==> src/rtl/sync_filter_event_if.sv <==
// Event-stream handshake between the input conditioner and its consumer.
// The conditioner is the master: it drives valid/chan/level, the consumer drives ready.
interface sync_filter_event_if #(
  parameter int CHAN_W = 3
);
  logic              evt_valid;
  logic [CHAN_W-1:0] evt_chan;
  logic              evt_level;
  logic              evt_ready;

  modport master (
    output evt_valid,
    output evt_chan,
    output evt_level,
    input  evt_ready
  );

  modport slave (
    input  evt_valid,
    input  evt_chan,
    input  evt_level,
    output evt_ready
  );
endinterface

==> src/rtl/sync_filter_event.sv <==
// Multi-channel async input conditioner: synchronizer chain, stability filter, edge pulses
// and a lowest-index-first event queue with sticky per-channel overrun flags.
module sync_filter_event #(
  parameter int WIDTH      = 8,
  parameter int DEPTH      = 3,
  parameter int FILTER_LEN = 4,
  parameter int CHAN_W     = 3
) (
  input  logic                       clock,
  input  logic                       reset,
  input  logic [WIDTH-1:0]           async_in,
  input  logic [WIDTH-1:0]           rise_en,
  input  logic [WIDTH-1:0]           fall_en,
  output logic [WIDTH-1:0]           data_out,
  output logic [WIDTH-1:0]           rise_pulse,
  output logic [WIDTH-1:0]           fall_pulse,
  output logic [WIDTH-1:0]           overrun,
  input  logic                       ovr_clr,
  sync_filter_event_if.master        evt
);

  localparam int CNT_W = $clog2(FILTER_LEN) + 1;

  logic [WIDTH-1:0] sync_q [DEPTH];
  logic [WIDTH-1:0] sq;

  logic [CNT_W-1:0] cnt_q [WIDTH];
  logic [CNT_W-1:0] cnt_d [WIDTH];

  logic [WIDTH-1:0] data_q,    data_d;
  logic [WIDTH-1:0] rise_q,    rise_d;
  logic [WIDTH-1:0] fall_q,    fall_d;
  logic [WIDTH-1:0] pending_q, pending_d;
  logic [WIDTH-1:0] overrun_q, overrun_d;
  logic [WIDTH-1:0] qual;
  logic [WIDTH-1:0] pop_mask;

  logic              evt_valid_s;
  logic [CHAN_W-1:0] evt_chan_s;
  logic              evt_level_s;
  logic              pop;

  assign sq = sync_q[DEPTH-1];

  // Synchronizer chain: plain flops only, nothing between stages.
  always_ff @(posedge clock) begin
    if (reset) begin
      for (int k = 0; k < DEPTH; k++) begin
        sync_q[k] <= '0;
      end
    end else begin
      sync_q[0] <= async_in;
      for (int k = 1; k < DEPTH; k++) begin
        sync_q[k] <= sync_q[k-1];
      end
    end
  end

  // Stability filter: a new synced value must persist FILTER_LEN cycles to be accepted.
  always_comb begin
    data_d = data_q;
    for (int i = 0; i < WIDTH; i++) begin
      cnt_d[i] = cnt_q[i];
      if (sq[i] == data_q[i]) begin
        cnt_d[i] = {CNT_W{1'b0}};
      end else if (cnt_q[i] == CNT_W'(FILTER_LEN - 1)) begin
        data_d[i] = sq[i];
        cnt_d[i]  = {CNT_W{1'b0}};
      end else begin
        cnt_d[i] = cnt_q[i] + CNT_W'(1);
      end
    end
  end

  // Edge detection and event qualification use the level about to be registered,
  // so pulses and pending bits appear in the same cycle as the new data_out.
  always_comb begin
    rise_d = data_d & ~data_q;
    fall_d = ~data_d & data_q;
    qual   = (rise_d & rise_en) | (fall_d & fall_en);
  end

  // Lowest-index pending channel is presented first.
  always_comb begin
    evt_chan_s  = {CHAN_W{1'b0}};
    evt_level_s = 1'b0;
    for (int i = WIDTH - 1; i >= 0; i--) begin
      if (pending_q[i]) begin
        evt_chan_s  = CHAN_W'(i);
        evt_level_s = data_q[i];
      end else begin
        evt_chan_s  = evt_chan_s;
        evt_level_s = evt_level_s;
      end
    end
  end

  assign evt_valid_s = |pending_q;
  assign pop         = evt_valid_s & evt.evt_ready;

  // Pending/overrun update; a pop and a fresh qual on the same channel simply re-arm it.
  always_comb begin
    if (pop) begin
      pop_mask = WIDTH'(1) << evt_chan_s;
    end else begin
      pop_mask = {WIDTH{1'b0}};
    end
    pending_d = (pending_q & ~pop_mask) | qual;
    if (ovr_clr) begin
      overrun_d = {WIDTH{1'b0}};
    end else begin
      overrun_d = overrun_q;
    end
    overrun_d = overrun_d | (qual & pending_q & ~pop_mask);
  end

  // Conditioned-state registers.
  always_ff @(posedge clock) begin
    if (reset) begin
      for (int i = 0; i < WIDTH; i++) begin
        cnt_q[i] <= {CNT_W{1'b0}};
      end
      data_q    <= {WIDTH{1'b0}};
      rise_q    <= {WIDTH{1'b0}};
      fall_q    <= {WIDTH{1'b0}};
      pending_q <= {WIDTH{1'b0}};
      overrun_q <= {WIDTH{1'b0}};
    end else begin
      for (int i = 0; i < WIDTH; i++) begin
        cnt_q[i] <= cnt_d[i];
      end
      data_q    <= data_d;
      rise_q    <= rise_d;
      fall_q    <= fall_d;
      pending_q <= pending_d;
      overrun_q <= overrun_d;
    end
  end

  assign data_out      = data_q;
  assign rise_pulse    = rise_q;
  assign fall_pulse    = fall_q;
  assign overrun       = overrun_q;
  assign evt.evt_valid = evt_valid_s;
  assign evt.evt_chan  = evt_chan_s;
  assign evt.evt_level = evt_level_s;

endmodule
==> src/flat_wrapper.sv <==
// flat-port wrapper written by rule: the top's interface ports become plain ports
module sync_filter_event_flat 
#(
  parameter int WIDTH      = 8,
  parameter int DEPTH      = 3,
  parameter int FILTER_LEN = 4,
  parameter int CHAN_W     = 3
)
  (clock, reset, async_in, rise_en, fall_en, data_out, rise_pulse, fall_pulse, overrun, ovr_clr, evt_evt_valid, evt_evt_chan, evt_evt_level, evt_evt_ready);
  sync_filter_event_if #(.CHAN_W(CHAN_W)) evt_i ();
  input  logic clock;
  input  logic reset;
  input  logic [WIDTH-1:0] async_in;
  input  logic [WIDTH-1:0] rise_en;
  input  logic [WIDTH-1:0] fall_en;
  output logic [WIDTH-1:0] data_out;
  output logic [WIDTH-1:0] rise_pulse;
  output logic [WIDTH-1:0] fall_pulse;
  output logic [WIDTH-1:0] overrun;
  input  logic ovr_clr;
  output wire logic [$bits(evt_i.evt_valid)-1:0] evt_evt_valid;
  output wire logic [$bits(evt_i.evt_chan)-1:0] evt_evt_chan;
  output wire logic [$bits(evt_i.evt_level)-1:0] evt_evt_level;
  input wire logic [$bits(evt_i.evt_ready)-1:0] evt_evt_ready;
  assign evt_evt_valid = evt_i.evt_valid;
  assign evt_evt_chan = evt_i.evt_chan;
  assign evt_evt_level = evt_i.evt_level;
  assign evt_i.evt_ready = evt_evt_ready;
  sync_filter_event #(.WIDTH(WIDTH), .DEPTH(DEPTH), .FILTER_LEN(FILTER_LEN), .CHAN_W(CHAN_W)) u_core (.clock(clock), .reset(reset), .async_in(async_in), .rise_en(rise_en), .fall_en(fall_en), .data_out(data_out), .rise_pulse(rise_pulse), .fall_pulse(fall_pulse), .overrun(overrun), .ovr_clr(ovr_clr), .evt(evt_i));
endmodule
==> config.mk <==
export PLATFORM = sky130hd
export DESIGN_NAME = sync_filter_event_flat
export DESIGN_NICKNAME = d
export VERILOG_FILES = /design/src/rtl/sync_filter_event_if.sv /design/src/rtl/sync_filter_event.sv /design/src/flat_wrapper.sv
export SDC_FILE = /design/constraint.sdc
export NUM_CORES = 1
export LEC_CHECK = 0
export BUFFER_PORTS_ARGS = -buffer_cell sky130_fd_sc_hd__buf_2
export CAP_MARGIN = 20
export CORE_MARGIN = 10
export CORE_UTILIZATION = 40
export CTS_BUF_LIST = sky130_fd_sc_hd__clkbuf_16
export CTS_CLUSTER_SIZE = 16
export DETAILED_ROUTE_END_ITERATION = 6
export PLACE_DENSITY = 0.66
export SETUP_SLACK_MARGIN = 0.5
export SLEW_MARGIN = 20
export SYNTH_ARGS = -nofsm -noshare
export SYNTH_HDL_FRONTEND = slang
export SYNTH_SLANG_ARGS = --single-unit
==> constraint.sdc <==
create_clock -name clock -period 3.15 [get_ports clock]
set_input_delay 0.945 -clock clock [delete_from_list [all_inputs] [get_ports clock]]
set_output_delay 0.945 -clock clock [all_outputs]
set_load 0.01 [all_outputs]
==> impl_metrics.json <==
{
  "clock-sinks": 88,
  "num_antenna_cells": 0,
  "portBuffers": 64,
  "timing.final.crit_share_pct": 82.5,
  "power_switching_uw": 439,
  "drcViolationCount": 0,
  "power.share.clock_pct": 49.6,
  "drt_pass1_iterations": 4,
  "ys_seq_area_share_pct": 55.7,
  "grt_start_max_net_pins": 43,
  "r2r_end": "u_core.pending_q[7]",
  "slew_headroom_pct": 65.9,
  "cell_internal_pwr_uw": 1920,
  "grt_first_pass_wirelength_um": 10400,
  "hold-worst-slack_ns": 0.418,
  "min-delay-start": "u_core.cnt_q[0][21]",
  "drt-initial-drc-count": 53,
  "std_cell_rows": 32,
  "peak_freq_mhz": 385,
  "start_util_pct": 41.1,
  "seqPwrFrac_pct": 48.0,
  "worst_setup_hold_path_clk_slew_ns": 0.06,
  "cp_max_fo": 6,
  "slew_viol_final": 0,
  "synth_nets": 363,
  "crit_chain": "nor2b_1, o21ai_0, a31oi_1, a221oi_1, buf_2",
  "dp_hpwl_um": 4720,
  "max-vdd-ir-drop_uv": 316,
  "power_density_nw_per_um2": 602,
  "gr_overflow_total": 0,
  "number_of_flops_mapped_to_enable_cells_by_yosys": 0,
  "fin_tns_setup_ns": 0,
  "setup_violations": 0,
  "tritoncts_clock_tree": "built",
  "fp.dieW_um": 109,
  "ios": 65,
  "finish.utilization_pct": 50.9,
  "fillers": 737,
  "hold_path.class": "reg2reg",
  "critPathLaunchType": "flop",
  "worst-slew-pin-transition_ns": 0.512,
  "post_synth_num_cell_types": 36,
  "die_area_um2": 11900,
  "run_status": "finished clean",
  "ant_nets": 0,
  "timing.setup.critical_path_class": "reg2out",
  "critical_path.endpoint_type": "output pin",
  "clock_skews_ns": 0.00680,
  "post_drt_wl_per_cell_um": 12.6,
  "drv.max_cap_violation_count": 0,
  "cts_max_path_buffers": 2,
  "ys_dominant_reg_cell": "dfxtp_1",
  "cts-htree-levels": 3,
  "power.static_leakage_uw": 0.00174,
  "grt_setup_unrepaired": "yes",
  "cells_on_worst_reg2reg_path": 4,
  "critPathLaunch": "u_core.pending_q[5]",
  "ys_seq_elements": 88,
  "antenna_violations_before_repair": 0,
  "gp_congestion": 0.836,
  "cpMaxStageDelayCell": "dfxtp_1",
  "drt_wl_total_um": 6200,
  "die_h_um": 109,
  "async_set_reset_flop_share_out_of_synthesis_pct": 0,
  "layout.cells.most_common_list": "87 x dfxtp_1, 64 x buf_2, 45 x nor2_1, 43 x nor2b_1, 18 x inv_1",
  "worst-path-stages": 5,
  "final_hold_fails": 0,
  "netlist_area_um2": 3160,
  "drive_above_1_share_pct": 21.7,
  "crit_required_ns": 2.20,
  "vias": 2267,
  "cts_inserted_buffers": 9,
  "cp.arrival_ns": 1.65,
  "synth_cells": 319,
  "areaGrowthSynthToFinish_pct": 23.9,
  "synth.avg_cell_area_um2": 9.91,
  "final_critical_path_required_period_ns": 2.60,
  "grt_pass1_vias": 2297,
  "synth.yosys.warnings": 0,
  "most_common_cell_after_layout_fill_and_taps_aside": "dfxtp_1",
  "clk-insertion-delay-late_ns": 0.33,
  "timing.critical_path.to": "evt_evt_level",
  "path_buf_inv": 1,
  "grt.total_usage_pct": 11.1,
  "fp.coreArea_um2": 7690,
  "setup.reg_to_reg.worst_slack_ns": 1.65,
  "via_per_instance_ratio": 4.60,
  "worst_r2r_startpoint": "u_core.pending_q[0]",
  "cts-root-buf": "clkbuf_16",
  "layout.nets": 430,
  "critical_path.top_delay_family": "compound AO/OA/AOI/OAI gates",
  "swShare_pct": 18.6,
  "slowest_delay_ns": 0.35,
  "comb_power_share_pct": 2.4
}
-- cells by family after synthesis --
kind of cell	count (synthesis)	share of synthesized area [%]
buf+inv	27	3.29
fa+ha+maj	16	6.33
simple gates	135	22.3
compound gates	45	9.82
flops	88	55.7
mux	8	2.53
-- metal layers --
layer / vias to the layer above / track usage [%] / wire, µm
met5: - / 0 / 0
met4: 0 / 4.33 / 49
met3: 7 / 5.84 / 584
met2: 53 / 16.8 / 2710
met1: 1004 / 13.1 / 2860
li1: 1203 / - / -
-- power groups by stage --
| stage | Sequential, µW | Combinational, µW | Clock (µW) |
|---|---|---|---|
| floorplan | 1150 | 32.5 | 0 |
| global placement | 1160 | 55.7 | 0 |
| detailed placement | 1160 | 57.0 | 0 |
| CTS | 1130 | 57.2 | 1200 |
| global route | 1130 | 64.4 | 1260 |
| finish | 1130 | 56.3 | 1170 |
-- state kept, by name, indices dropped and copies added, names as in the netlist --
name,count
u_core.fall_pulse,8
u_core.overrun,8
u_core.cnt_q,24
u_core.data_out,8
u_core.pending_q,8
u_core.rise_pulse,8
u_core.sync_q,24
-- synthesized netlist by cell type, types with 4 or more instances --
library cell  count  area [µm²]
nor2_1           45         169
o21ai_0          14        70.1
dfxtp_1          88        1760
nand2_1          17        63.8
a21oi_1           6        30.0
inv_1            18        67.6
nor3_1            8        40.0
mux2i_1           8        80.1
clkbuf_1          6        22.5
ha_1             16         200
a22o_1            7        61.3
nor2b_1          43         269
nand3b_1          4        30.0
and3_1            9        56.3
o31ai_1           7        52.6
-- how the worst min path moves through the flow --
stage / endpoint / cells after the start
3_5_place_dp: u_core.cnt_q[0][6] / 1
3_3_place_gp: u_core.cnt_q[0][21] / 1
2_1_floorplan: u_core.cnt_q[0][0] / 1
5_1_grt: u_core.cnt_q[0][0] / 1
4_1_cts: u_core.cnt_q[0][6] / 1
6_report: u_core.cnt_q[0][21] / 1
-- cell type report --
type / count / area (µm²) / area share [%]
clock buffers: 9 / 225 / 5.75
flip-flops and latches: 88 / 1760 / 45.0
repair buffers: 65 / 328 / 8.37
inverters: 18 / 67.6 / 1.73
multi-input cells: 204 / 1290 / 33.1
well taps: 102 / 128 / 3.26
clock inverters: 7 / 110 / 2.81
-- stage by stage --
| step | std cells | cell area [µm²] | total power [µW] | worst slack (ns) |
|---|---|---|---|---|
| final | 493 | 3920 | 2360 | 0.551 |
| after global routing | 493 | 3920 | 2460 | 0.488 |
| after CTS | 493 | 3920 | 2390 | 0.570 |
| after detailed placement | 477 | 3580 | 1210 | 0.896 |
| after global placement | 477 | 3580 | 1210 | 0.906 |
| after floorplan | 319 | 3160 | 1190 | 1.11 |
-- what timing repair did --
item / in CTS / in global routing
endpoints found under the hold margin: 0 / 0
hold buffers: 0 / 0
buffers inserted: 0 / 0
gates resized for setup: 0 / 1
setup endpoints to repair: 0 / 3
Power figures use the tool's default switching activity.
